### src/rtl/countdown_display_ctrl_if.sv
// Countdown-to-display bus: second tick and countdown value in, BCD/7-seg/time-up status out.
interface countdown_display_ctrl_if #(
  parameter int unsigned CNT_W = 32
);
  logic             sec;
  logic [CNT_W-1:0] counter_in;
  logic [15:0]      bcd_out;
  logic             bcd_valid;
  logic             busy;
  logic             time_up;
  logic             time_up_pulse;
  logic [6:0]       hex0;
  logic [6:0]       hex1;
  logic [6:0]       hex2;
  logic [6:0]       hex3;

  // Countdown stage side: drives the tick and value, observes the display outputs.
  modport master (
    output sec, counter_in,
    input  bcd_out, bcd_valid, busy, time_up, time_up_pulse, hex0, hex1, hex2, hex3
  );

  // Display controller side.
  modport slave (
    input  sec, counter_in,
    output bcd_out, bcd_valid, busy, time_up, time_up_pulse, hex0, hex1, hex2, hex3
  );
endinterface

### src/rtl/countdown_display_ctrl.sv
// Samples the countdown after each second tick, clamps it to 0..MAX_VAL, converts it to
// 4-digit BCD with a sequential double-dabble, and drives active-low 7-segment digits plus
// a sticky time-up level/pulse.
module countdown_display_ctrl #(
  parameter int unsigned CNT_W    = 32,
  parameter int unsigned BIN_W    = 14,
  parameter int unsigned MAX_VAL  = 9999,
  parameter bit          BLANK_LZ = 1'b1
) (
  input logic                     Clk,
  input logic                     Reset,
  countdown_display_ctrl_if.slave bus
);

  localparam logic signed [CNT_W-1:0] MaxValS  = $signed(CNT_W'(MAX_VAL));
  localparam logic [3:0]              IterLast = 4'(BIN_W - 1);
  localparam logic [6:0]              SegOff   = 7'h7F;

  typedef enum logic [1:0] {StIdle, StCapture, StShift, StDone} state_e;

  state_e             state_q;
  logic               sec_d_q;
  logic               init_q;
  logic               pending_q;
  logic               neg_or_zero_q;
  logic [BIN_W-1:0]   bin_q;
  logic [15:0]        bcd_q;
  logic [3:0]         iter_q;

  logic [15:0]        bcd_out_q;
  logic               bcd_valid_q;
  logic               busy_q;
  logic               time_up_q;
  logic               time_up_pulse_q;
  logic [6:0]         hex0_q, hex1_q, hex2_q, hex3_q;

  logic signed [CNT_W-1:0] cnt_s;
  logic [BIN_W-1:0]        clamped;
  logic                    neg_or_zero;
  logic [15:0]             bcd_adj;
  logic [16+BIN_W-1:0]     dabble;
  logic [15:0]             bcd_shift;
  logic [BIN_W-1:0]        bin_shift;
  logic [6:0]              hex0_nxt, hex1_nxt, hex2_nxt, hex3_nxt;

  assign cnt_s = $signed(bus.counter_in);

  function automatic logic [6:0] seg7(input logic [3:0] d);
    logic [6:0] s;
    case (d)
      4'd0:    s = 7'h40;
      4'd1:    s = 7'h79;
      4'd2:    s = 7'h24;
      4'd3:    s = 7'h30;
      4'd4:    s = 7'h19;
      4'd5:    s = 7'h12;
      4'd6:    s = 7'h02;
      4'd7:    s = 7'h78;
      4'd8:    s = 7'h00;
      4'd9:    s = 7'h10;
      default: s = SegOff;
    endcase
    return s;
  endfunction

  // Clamp the signed countdown into the convertible range and flag expiry.
  always_comb begin
    clamped = '0;
    if (cnt_s[CNT_W-1]) begin
      clamped = '0;
    end else if (cnt_s > MaxValS) begin
      clamped = BIN_W'(MAX_VAL);
    end else begin
      clamped = cnt_s[BIN_W-1:0];
    end
    neg_or_zero = cnt_s[CNT_W-1] || (cnt_s == '0);
  end

  // One double-dabble step: add 3 to nibbles >= 5, then shift {bcd,bin} left.
  always_comb begin
    bcd_adj = bcd_q;
    for (int i = 0; i < 4; i++) begin
      if (bcd_q[4*i +: 4] >= 4'd5) begin
        bcd_adj[4*i +: 4] = bcd_q[4*i +: 4] + 4'd3;
      end
    end
    dabble    = {bcd_adj, bin_q} << 1;
    bcd_shift = dabble[16+BIN_W-1:BIN_W];
    bin_shift = dabble[BIN_W-1:0];
  end

  // Segment decode of the final step's result, with optional leading-zero blanking.
  always_comb begin
    hex0_nxt = seg7(bcd_shift[3:0]);
    hex1_nxt = (BLANK_LZ && bcd_shift[15:4] == '0) ? SegOff : seg7(bcd_shift[7:4]);
    hex2_nxt = (BLANK_LZ && bcd_shift[15:8] == '0) ? SegOff : seg7(bcd_shift[11:8]);
    hex3_nxt = (BLANK_LZ && bcd_shift[15:12] == '0) ? SegOff : seg7(bcd_shift[15:12]);
  end

  // Conversion FSM with registered outputs; results land on entry to DONE so they are
  // visible (with bcd_valid) during the DONE cycle.
  always_ff @(posedge Clk) begin
    if (Reset) begin
      state_q         <= StIdle;
      sec_d_q         <= 1'b0;
      init_q          <= 1'b1;
      pending_q       <= 1'b0;
      neg_or_zero_q   <= 1'b0;
      bin_q           <= '0;
      bcd_q           <= '0;
      iter_q          <= '0;
      bcd_out_q       <= '0;
      bcd_valid_q     <= 1'b0;
      busy_q          <= 1'b0;
      time_up_q       <= 1'b0;
      time_up_pulse_q <= 1'b0;
      hex0_q          <= SegOff;
      hex1_q          <= SegOff;
      hex2_q          <= SegOff;
      hex3_q          <= SegOff;
    end else begin
      sec_d_q         <= bus.sec;
      init_q          <= 1'b0;
      bcd_valid_q     <= 1'b0;
      time_up_pulse_q <= 1'b0;
      case (state_q)
        StIdle: begin
          if (sec_d_q || init_q) begin
            state_q <= StCapture;
            busy_q  <= 1'b1;
          end
        end
        StCapture: begin
          if (sec_d_q) pending_q <= 1'b1;
          bin_q         <= clamped;
          bcd_q         <= '0;
          neg_or_zero_q <= neg_or_zero;
          iter_q        <= '0;
          state_q       <= StShift;
        end
        StShift: begin
          if (sec_d_q) pending_q <= 1'b1;
          bin_q  <= bin_shift;
          bcd_q  <= bcd_shift;
          iter_q <= iter_q + 4'd1;
          if (iter_q == IterLast) begin
            state_q         <= StDone;
            bcd_out_q       <= bcd_shift;
            hex0_q          <= hex0_nxt;
            hex1_q          <= hex1_nxt;
            hex2_q          <= hex2_nxt;
            hex3_q          <= hex3_nxt;
            time_up_q       <= neg_or_zero_q;
            time_up_pulse_q <= neg_or_zero_q && !time_up_q;
            bcd_valid_q     <= 1'b1;
          end
        end
        StDone: begin
          // A tick landing now is merged into pending rather than lost.
          if (pending_q || sec_d_q) begin
            pending_q <= 1'b0;
            state_q   <= StCapture;
          end else begin
            state_q <= StIdle;
            busy_q  <= 1'b0;
          end
        end
        default: state_q <= StIdle;
      endcase
    end
  end

  assign bus.bcd_out       = bcd_out_q;
  assign bus.bcd_valid     = bcd_valid_q;
  assign bus.busy          = busy_q;
  assign bus.time_up       = time_up_q;
  assign bus.time_up_pulse = time_up_pulse_q;
  assign bus.hex0          = hex0_q;
  assign bus.hex1          = hex1_q;
  assign bus.hex2          = hex2_q;
  assign bus.hex3          = hex3_q;

endmodule
### src/flat_wrapper.sv
// flat-port wrapper written by rule: the top's interface ports become plain ports
module countdown_display_ctrl_flat 
#(
  parameter int unsigned CNT_W    = 32,
  parameter int unsigned BIN_W    = 14,
  parameter int unsigned MAX_VAL  = 9999,
  parameter bit          BLANK_LZ = 1'b1
)
  (Clk, Reset, bus_sec, bus_counter_in, bus_bcd_out, bus_bcd_valid, bus_busy, bus_time_up, bus_time_up_pulse, bus_hex0, bus_hex1, bus_hex2, bus_hex3);
  countdown_display_ctrl_if #(.CNT_W(CNT_W)) bus_i ();
  input logic Clk;
  input logic Reset;
  input wire logic [$bits(bus_i.sec)-1:0] bus_sec;
  input wire logic [$bits(bus_i.counter_in)-1:0] bus_counter_in;
  output wire logic [$bits(bus_i.bcd_out)-1:0] bus_bcd_out;
  output wire logic [$bits(bus_i.bcd_valid)-1:0] bus_bcd_valid;
  output wire logic [$bits(bus_i.busy)-1:0] bus_busy;
  output wire logic [$bits(bus_i.time_up)-1:0] bus_time_up;
  output wire logic [$bits(bus_i.time_up_pulse)-1:0] bus_time_up_pulse;
  output wire logic [$bits(bus_i.hex0)-1:0] bus_hex0;
  output wire logic [$bits(bus_i.hex1)-1:0] bus_hex1;
  output wire logic [$bits(bus_i.hex2)-1:0] bus_hex2;
  output wire logic [$bits(bus_i.hex3)-1:0] bus_hex3;
  assign bus_i.sec = bus_sec;
  assign bus_i.counter_in = bus_counter_in;
  assign bus_bcd_out = bus_i.bcd_out;
  assign bus_bcd_valid = bus_i.bcd_valid;
  assign bus_busy = bus_i.busy;
  assign bus_time_up = bus_i.time_up;
  assign bus_time_up_pulse = bus_i.time_up_pulse;
  assign bus_hex0 = bus_i.hex0;
  assign bus_hex1 = bus_i.hex1;
  assign bus_hex2 = bus_i.hex2;
  assign bus_hex3 = bus_i.hex3;
  countdown_display_ctrl #(.CNT_W(CNT_W), .BIN_W(BIN_W), .MAX_VAL(MAX_VAL), .BLANK_LZ(BLANK_LZ)) u_core (.Clk(Clk), .Reset(Reset), .bus(bus_i));
endmodule
### config.mk
export PLATFORM = sky130hd
export DESIGN_NAME = countdown_display_ctrl_flat
export DESIGN_NICKNAME = d
export VERILOG_FILES = /design/src/rtl/countdown_display_ctrl_if.sv /design/src/rtl/countdown_display_ctrl.sv /design/src/flat_wrapper.sv
export SDC_FILE = /design/constraint.sdc
export NUM_CORES = 1
export LEC_CHECK = 0
export CAP_MARGIN = 10
export CORE_MARGIN = 2
export CORE_UTILIZATION = 29
export DETAILED_ROUTE_END_ITERATION = 8
export PLACE_DENSITY_LB_ADDON = 0.12
export SLEW_MARGIN = 30
export SYNTH_ARGS = -nofsm -noshare
export SYNTH_HDL_FRONTEND = slang
export SYNTH_SLANG_ARGS = --single-unit
export TNS_END_PERCENT = 100
### constraint.sdc
create_clock -name Clk -period 2.43 [get_ports Clk]
set_input_delay 0.6075 -clock Clk [delete_from_list [all_inputs] [get_ports Clk]]
set_output_delay 0.6075 -clock Clk [all_outputs]
set_load 0.02 [all_outputs]
; Word level (Yosys, flattened, before mapping)
; Memories as Yosys holds them, arrays and structs flattened. A register that Yosys moved wholly into a read port is not among the register bits.
; Cells that the tools add are included.
[op_classes]
n_addsub = 5
multipliers = 0
div_mod_pow = 0
n_lt_le_gt_ge = 5
eq_ne = 9
shifts = 0
n_mux = 24
n_bitwise = 2
n_reduce_logical = 20
[op_table]
columns = cell, n
row1 = > comparator 32 x 15 -> 1 bit (second input constant), 1
row2 = zero test 32 bit, 1
row3 = one-hot mux 16 bit (2 select lines), 1
row4 = 2-to-1 mux 14 bit, 2
row5 = one-hot mux 14 bit (2 select lines), 1
row6 = 2-to-1 mux 7 bit, 3
row7 = >= comparator 4 x 3 -> 1 bit (second input constant), 4
row8 = adder 4 x 2 -> 4 bit (second input constant), 3
row9 = zero test 12 bit, 1
row10 = 2-to-1 mux 4 bit, 3
row11 = zero test 8 bit, 1
row12 = inequality test 2 x 1 -> 1 bit (second input constant), 4
row13 = one-hot mux 2 bit (4 select lines), 1
row14 = one-hot mux 4 bit (2 select lines), 1
row15 = 2-to-1 mux 1 bit, 7
row16 = AND reduction 3 bit, 2
row17 = nonzero test 2 bit, 3
row18 = adder 4 x 1 -> 4 bit (second input constant), 1
row19 = equality test 2 bit (second input constant), 2
row20 = equality test 4 bit (second input constant), 1
row21 = zero test 4 bit, 1
row22 = 2-to-1 mux 2 bit, 2
row23 = one-hot mux 1 bit (2 select lines), 2
row24 = AND reduction 2 bit, 2
row25 = other kinds (11), 15
[totals]
reg_bits = 81
latch_bits = 0
ramBits = 0
romBits = 448
input_bits = 35
out_inout_bits = 48
wordCells = 85
n_memories = 4
[memory_table]
columns = name, words, width, read_ports, rd_ports_with_merged_regs, write_ports, line
row1 = (name not given), 16, 7, 1, 1, 0, countdown_display_ctrl.sv:50  ; case (d)
row2 = (name not given), 16, 7, 1, 0, 0, countdown_display_ctrl.sv:50
row3 = (name not given), 16, 7, 1, 0, 0, countdown_display_ctrl.sv:50
row4 = (name not given), 16, 7, 1, 0, 0, countdown_display_ctrl.sv:50

; Depth between registers and ports, before layout
; Gate-level depths: netlist of the first run.
[logic_depth]
word_depth = 4
depth_mapped = 13
ltp_nobuf = 12

; Worst setup path after synthesis of the first run
; OpenSTA, ideal clock, no wires.
[synth_path]
kind = register to register
from = register u_core.bcd_q[13]
to = register u_core.hex1_q[0], in the netlist u_core.bus.hex1[0]
setup_time_ps = 144
arrival_ps = 2397
required_time_ps = 2286
slack_ps = -110
path_stages_with_launch = 14
n_path_buf = 1
synth_period_minus_slack_ps = 2540
path_cell_list = dfxtp_1 inv_1 ha_1 nor3b_1 nor2_1 nor2_1 inv_1 ha_1 inv_1 a221oi_2 and2_1 buf_4 a211oi_2 o221ai_1
[synth_via]
elab_chain_cells = 4
word_cells_on_any_way = 5
cone_classes = add/sub: 1 / order compare: 1 / mux: 2 / reduce/logical: 1
[synth_lines]
columns = element, line
row1 = from (decl), countdown_display_ctrl.sv:27  ; logic [15:0] bcd_q;
row2 = from (signal assigned), countdown_display_ctrl.sv:144  ; bcd_q <= bcd_shift;
row3 = >= comparator 4 x 3 -> 1 bit, countdown_display_ctrl.sv:83  ; if (bcd_q[4*i +: 4] >= 4'd5) begin
row4 = 2-to-1 mux 3 bit, countdown_display_ctrl.sv:83
row5 = net u_core.bcd_adj[12], countdown_display_ctrl.sv:40  ; logic [15:0] bcd_adj;
row6 = zero test 12 bit, countdown_display_ctrl.sv:95  ; hex1_nxt = (BLANK_LZ && bcd_shift[15:4] == '0) ? SegOff : seg7(bcd_shift[7:4]);
row7 = 2-to-1 mux 7 bit, countdown_display_ctrl.sv:95
row8 = to (signal assigned), countdown_display_ctrl.sv:118  ; hex1_q <= SegOff;
row9 = to (signal assigned), countdown_display_ctrl.sv:150  ; hex1_q <= hex1_nxt;
row10 = to (decl), countdown_display_ctrl.sv:35  ; logic [6:0] hex0_q, hex1_q, hex2_q, hex3_q;
; The timed path passes the listed nets, and every way through them passes these cells.
; A chain may end at the register's enable or synchronous reset.

; Worst setup path after layout of the first run
[layout_path]
from = register u_core.bcd_q[8]
to = register u_core.hex1_q[0], in the netlist u_core.bus.hex1[0]
[layout_via]
elab_chain_cells = 4
word_cells_on_any_way = 5
cone_classes = add/sub: 1 / order compare: 1 / mux: 2 / reduce/logical: 1
[layout_lines]
columns = element, line
row1 = adder 4 x 2 -> 4 bit / >= comparator 4 x 3 -> 1 bit (equally long branches), "countdown_display_ctrl.sv:84, countdown_display_ctrl.sv:83"
row2 = 2-to-1 mux 4 bit (*), countdown_display_ctrl.sv:83
row3 = net u_core.bcd_adj[8], countdown_display_ctrl.sv:40
row4 = zero test 12 bit (*), countdown_display_ctrl.sv:95
row5 = 2-to-1 mux 7 bit (*), countdown_display_ctrl.sv:95
; The timed path passes the listed nets; every way through them passes the cells marked *.

==> results.cfg, run 1 <==
[power]
report.power.total_mw = 4.24
p_per_area_nw_per_um2 = 637
peakVddDrop_mv = 0.351
total_leakage_power_nw = 2.55

[global_routing]
grt.busiest_layer = met2
grt_use_met2_pct = 24.7
antenna_found_initial = 0
grt_max_degree = 27
use_met1_pct = 22.0
grt_pass1_vias = 4519
gr-usage-met3_pct = 3.42
grt_pass1_wl_mm = 22.9
grt.overflow.total = 0
grt_usage_pct = 15.6

[clock_network]
clock_path_buffers = 2
cts_made_buffers = 9
insertion_delay_ns = 0.34
cts_hold_buffers = 0
cts.htree.levels = 3
root_buffer = clkbuf_16
cts_tree = yes
clock_sinks = 88
clk_pin_slew_worst_paths_ns = 0.07

[sta]
final-setup-viol-count = 0
min_period_ns = 2.32
fmax_mhz = 431
relSlewSlack_pct = 63.2
rsz0062_at_grt = yes
finalHoldViolCount = 0
worst_slew_pin_slew_ns = 0.551
period_share_pct = 95.5
drv_slew = 0
final.setup_skew_ns = 0.0101

[logic_synthesis]
ys_seq_elements = 88
synth.distinct_cells = 67
avgSynthCellArea_um2 = 8.24
ys_seq_area_share_pct = 36.2
yosys_warnings = 0
syn_inst = 591
synth_enable_flop_cells = 0
netlist_area_um2 = 4870
synthArstFlopShare_pct = 0
synthesis.nets = 661
synth_ff_type = dfxtp_1

[finish]
area_delta_synth_final_pct = 36.9
finish.utilization_pct = 40.5
finalNonFillerCells = 926
final_area_um2 = 6660
diodes = 0
drive_gt1_share_pct = 15.2
nets = 771

[route]
drtIter0Drc = 178
vias = 4664
first_pass_iters = 5
postRouteAntennaNets = 0
vias_per_cell = 5.04
routed_wl_mm = 13.6
drc_errors = 0
avgRoutedWirePerCell_um = 14.7

[placed_design]
gp_congestion = 0.831
dp_cells = 908
numPortBuffers = 82
dp_hpwl_mm = 10.1
place_area_um2 = 6210

[critical_path]
end_kind = register
cp.arrival_ns = 2.51
cp-start-kind = register
critical_path_class = register to register
cp_max_fo = 7
cp.required_ns = 2.62

[floorplanning]
die_w_um = 134
die_y_um = 134
start_util_pct = 29.6
core_um2 = 16500
io_pins = 83
row_count = 47
die_area_um2 = 17800

[run_status]
status = completed

[worst_hold_path]
min_path_type = register to register

[job]
maxCapViolCount = 0
## final timing paths
check                startpoint                       end  slack (ns)  cells past startpoint
min          u_core.bus.time_up  u_core.bus.time_up_pulse        0.45                      1
min reg2reg  u_core.bus.time_up  u_core.bus.time_up_pulse        0.45                      1
max             u_core.bcd_q[8]        u_core.bus.hex1[0]        0.11                     11
max reg2reg     u_core.bcd_q[8]        u_core.bus.hex1[0]        0.11                     11
## metal layers
metal  up-vias  share of wire (%)
met5         -                  0
met4         0               0.35
met3         6                4.7
met2       100                 45
met1      2187                 50
li1       2371                  -
## cells in the final DEF (no fill, tap or decap), types with 17 or more instances in the layout
| cell type | synthesis | layout |
|---|---|---|
| nor2_1 | 54 | 50 |
| a21oi_1 | 54 | 52 |
| a211oi_1 | 19 | 17 |
| clkdlybuf4s50_1 | 0 | 81 |
| nand3_1 | 24 | 24 |
| a22oi_1 | 18 | 18 |
| o21ai_0 | 21 | 19 |
| nand2_1 | 52 | 52 |
| buf_4 | 1 | 52 |
| ha_1 | 35 | 33 |
| dfxtp_1 | 88 | 85 |
| inv_1 | 28 | 28 |
## metrics by stage
stage,worst slack [ns],setup TNS [ns],hold slack [ns]
after floorplan,0.000945,0,0.441
after global placement,-0.0177,-0.0204,0.439
after detailed placement,-0.122,-0.661,0.443
after CTS,0.0274,0,0.454
after global routing,-0.00868,-0.0172,0.489
final,0.110,0,0.451
## sequential cells by signal, indices dropped and copies added, names as in the netlist, 2 cells and up
name	flops
u_core.bus.hex3	7
u_core.bus.hex2	7
u_core.bcd_q	16
u_core.iter_q	4
u_core.state_q	2
u_core.bus.hex1	7
u_core.bin_q	14
u_core.bus.bcd_out	16
u_core.bus.hex0	7
## critical path: stages, from the launching register on
cell      delay, ns
dfxtp_2        0.35
inv_1          0.06
ha_1           0.21
buf_4          0.16
nand2b_2       0.09
a211oi_2       0.09
nor2_2         0.21
inv_1          0.08
ha_1           0.20
and2_4         0.19
a211oi_4       0.35
o221ai_1       0.17
## layout make-up
class                           instances  area (µm²)
Clock buffer                           12         267
Clock inverter                          4        73.8
Fill cell                            1643        9800
Inverter                               28         105
Multi-Input combinational cell        439        2950
Sequential cell                        88        1770
Tap cell                              220         275
Timing Repair Buffer                  135        1230
## Yosys cell counts (all sizes together) (3+ instances only)
master | n | area share [%]
ha | 35 | 9.0
a21boi | 3 | 0.46
a31oi | 4 | 0.64
dfxtp | 88 | 36
nand4 | 5 | 0.64
o311ai | 4 | 0.87
nand2 | 52 | 4.0
o21ai | 26 | 2.7
nor3 | 14 | 1.4
o221ai | 3 | 0.54
nand2b | 13 | 1.8
a311oi | 4 | 0.72
a22oi | 18 | 2.8
or2 | 4 | 0.57
nand3 | 24 | 2.5
buf | 13 | 1.5
inv | 28 | 2.2
clkbuf | 23 | 1.8
nor2b | 6 | 0.77
a211o | 3 | 0.54
a211oi | 24 | 4.2
a221oi | 4 | 0.98
and2 | 6 | 0.77
nor2 | 54 | 4.2
and3 | 9 | 1.2
nor3b | 6 | 0.93
a32oi | 3 | 0.54
a21oi | 55 | 5.7
nor4 | 9 | 1.2
a21o | 7 | 1.1
o211ai | 8 | 1.2
mux2i | 6 | 1.2
o21a | 3 | 0.46
## where the power goes
part / total [mW] / leakage, nW / switching [mW] / internal [mW]
logic: 1.03 / 1.67 / 0.638 / 0.391
clock network: 1.58 / 0.169 / 0.590 / 0.988
registers: 1.64 / 0.714 / 0.0896 / 1.55
## logic make-up after synthesis
group | share of synthesized area [%]
and+or+nand+nor | 21.3
adders and majority gates | 9.00
DFF | 36.2
muxes | 1.47
buffers and inverters | 5.40
xor gates and xnor gates | 0.360
AOI/OAI and AO/OA | 26.3
## what timing repair did
item,CTS,global route
endpoints found under the setup margin,12,20
buffers inserted,0,2
pin swaps,0,5
hold endpoints to repair,0,0
resized for setup,3,22
gates cloned,0,0
Power figures use the tool's default switching activity.
==> run 2: changes to the inputs <==
Settings changed: PLACE_DENSITY_LB_ADDON 0.12 to 0.05.
==> results.cfg, run 2 (synthesis gave the netlist of run 1 again) <==
[critical_path]
cp_max_fo = 7
cp.required_ns = 2.63
critical_path_class = register to register
timing.rr.end = u_core.bus.hex1[3]
crit_start = u_core.bcd_q[8]
timing.rr.start = u_core.bcd_q[8]
cp.arrival_ns = 2.54
crit_end = u_core.bus.hex1[3]
cp-start-kind = register
end_kind = register
rr_worst_depth = 11
r2r_setup_slack_ns = 0.09

[power]
pwr-share-comb_pct = 25.6
seq_power_share_pct = 38.8
swShare_pct = 31.5
p_switching_mw = 1.32
clockPowerShare_pct = 35.6
intPower_mw = 2.88
p_per_area_nw_per_um2 = 624
peakVddDrop_mv = 0.395
total_leakage_power_nw = 2.58

[clock_network]
cts_hold_buffers = 0
clock_path_buffers = 2
clk_pin_slew_worst_paths_ns = 0.06
root_buffer = clkbuf_16
cts.htree.levels = 3
cts_made_buffers = 9
clock_sinks = 88
cts_tree = yes
insertion_delay_ns = 0.35

[sta]
period_share_pct = 96.2
drv_slew = 0
final.setup_skew_ns = 0.00521
relSlewSlack_pct = 59.0
final.setup.tns_ns = 0
finalHoldViolCount = 0
final-setup-viol-count = 0
fmax_mhz = 428
worst_slew_pin_slew_ns = 0.614
min_period_ns = 2.34

[route]
routed_wl_mm = 14.3
drtIter0Drc = 171
drc_errors = 0
vias = 4656
avgRoutedWirePerCell_um = 15.3
first_pass_iters = 6
postRouteAntennaNets = 0
vias_per_cell = 4.99

[finish]
nets = 778
final_cell_mix = dfxtp_1 (86), clkdlybuf4s50_1 (81), buf_4 (57), nand2_1 (52)
finish.utilization_pct = 40.9
diodes = 0
final_common_cell = dfxtp_1
area_delta_synth_final_pct = 38.4
drive_gt1_share_pct = 16.5
final_area_um2 = 6740
finalNonFillerCells = 933

[placed_design]
numPortBuffers = 82
place_area_um2 = 6260
gp_congestion = 0.808
dp_hpwl_mm = 10.6
dp_cells = 912

[global_routing]
antenna_found_initial = 0
use_met1_pct = 23.5
grt_max_degree = 31
grt_pass1_wl_mm = 23.5
gr-usage-met3_pct = 2.82
grt_usage_pct = 16.5
grt_use_met2_pct = 25.1
grt.busiest_layer = met2
grt.overflow.total = 0
grt_pass1_vias = 4517

[floorplanning]
core_um2 = 16500
start_util_pct = 29.6
die_y_um = 134
die_area_um2 = 17800
die_w_um = 134
io_pins = 83
row_count = 47

[worst_hold_path]
min_path_type = register to register

[run_status]
status = completed

[job]
maxCapViolCount = 0
[run 2: cell count changes in the layout (fill, tap and decap cells not counted), moves of 2 or more]
cell,before,now
inv_2,0,2
o21ai_1,7,5
inv_1,28,26
o21ai_0,19,21
buf_4,52,57
dfxtp_2,3,1
[run 2: stage by stage]
step / hold WS (ns) / power [mW] / setup slack, ns
finish: 0.453 / 4.20 / 0.0912
global route: 0.473 / 4.47 / -0.0499
CTS: 0.457 / 4.29 / 0.00214
detailed placement: 0.447 / 2.75 / -0.149
global placement: 0.442 / 2.74 / -0.0460
floorplan: 0.441 / 2.34 / 0.000945
[run 2: area by class of cell]
class	count	area (µm²)
sequential	88	1770
multi-input combinational	439	2970
clock buffer	14	284
timing repair buffer	142	1290
tap	220	275
clock inverter	2	35.0
fill	1689	9730
inverter	28	105
[run 2: worst max-delay path, stage by stage, from the launching register on]
cell	delay, ns
dfxtp_4	0.36
inv_1	0.05
ha_1	0.22
and2b_2	0.22
nor3_2	0.20
a21oi_2	0.07
ha_2	0.21
inv_2	0.06
a221oi_4	0.04
and2_4	0.19
a211oi_4	0.38
o221ai_1	0.18
[run 2: worst min path at each step]
stage | slack, ns | end | start | cells past startpoint
floorplan | 0.44 | u_core.bus.time_up | u_core.neg_or_zero_q | 2
global placement | 0.44 | u_core.bus.time_up_pulse | u_core.bus.time_up | 1
detailed placement | 0.45 | u_core.bus.time_up_pulse | u_core.bus.time_up | 1
CTS | 0.46 | u_core.bus.bcd_out[1] | u_core.bus.bcd_out[1] | 2
global route | 0.47 | u_core.bus.bcd_out[9] | u_core.bus.bcd_out[9] | 2
finish | 0.45 | u_core.bus.bcd_out[1] | u_core.bus.bcd_out[1] | 2
[run 2: power groups by stage]
stage	clock network [mW]	logic [mW]	registers [mW]
floorplan	0	0.694	1.64
global placement	0	1.08	1.66
global route	1.61	1.22	1.64
finish	1.50	1.08	1.63
detailed placement	0	1.09	1.66
CTS	1.57	1.09	1.63
[run 2: metal layers]
metal  wire length (µm)  share of wire, %
met3                475               3.3
met2               6290                44
met5                  0                 0
met4                215               1.5
met1               7300                51
[run 2: timing repair]
item / CTS / global route
setup endpoints to repair: 13 / 18
gates cloned: 0 / 0
buffers inserted: 0 / 5
resized for setup: 3 / 28
pin swaps: 0 / 9
==> run 3: changes to the inputs <==
Settings changed: ABC_CLOCK_PERIOD_IN_PS set to 2430, HOLD_SLACK_MARGIN set to 0.05.
==> results of run 3 <==
No change in the layout: final DEF, timing and power equal those of run 2.
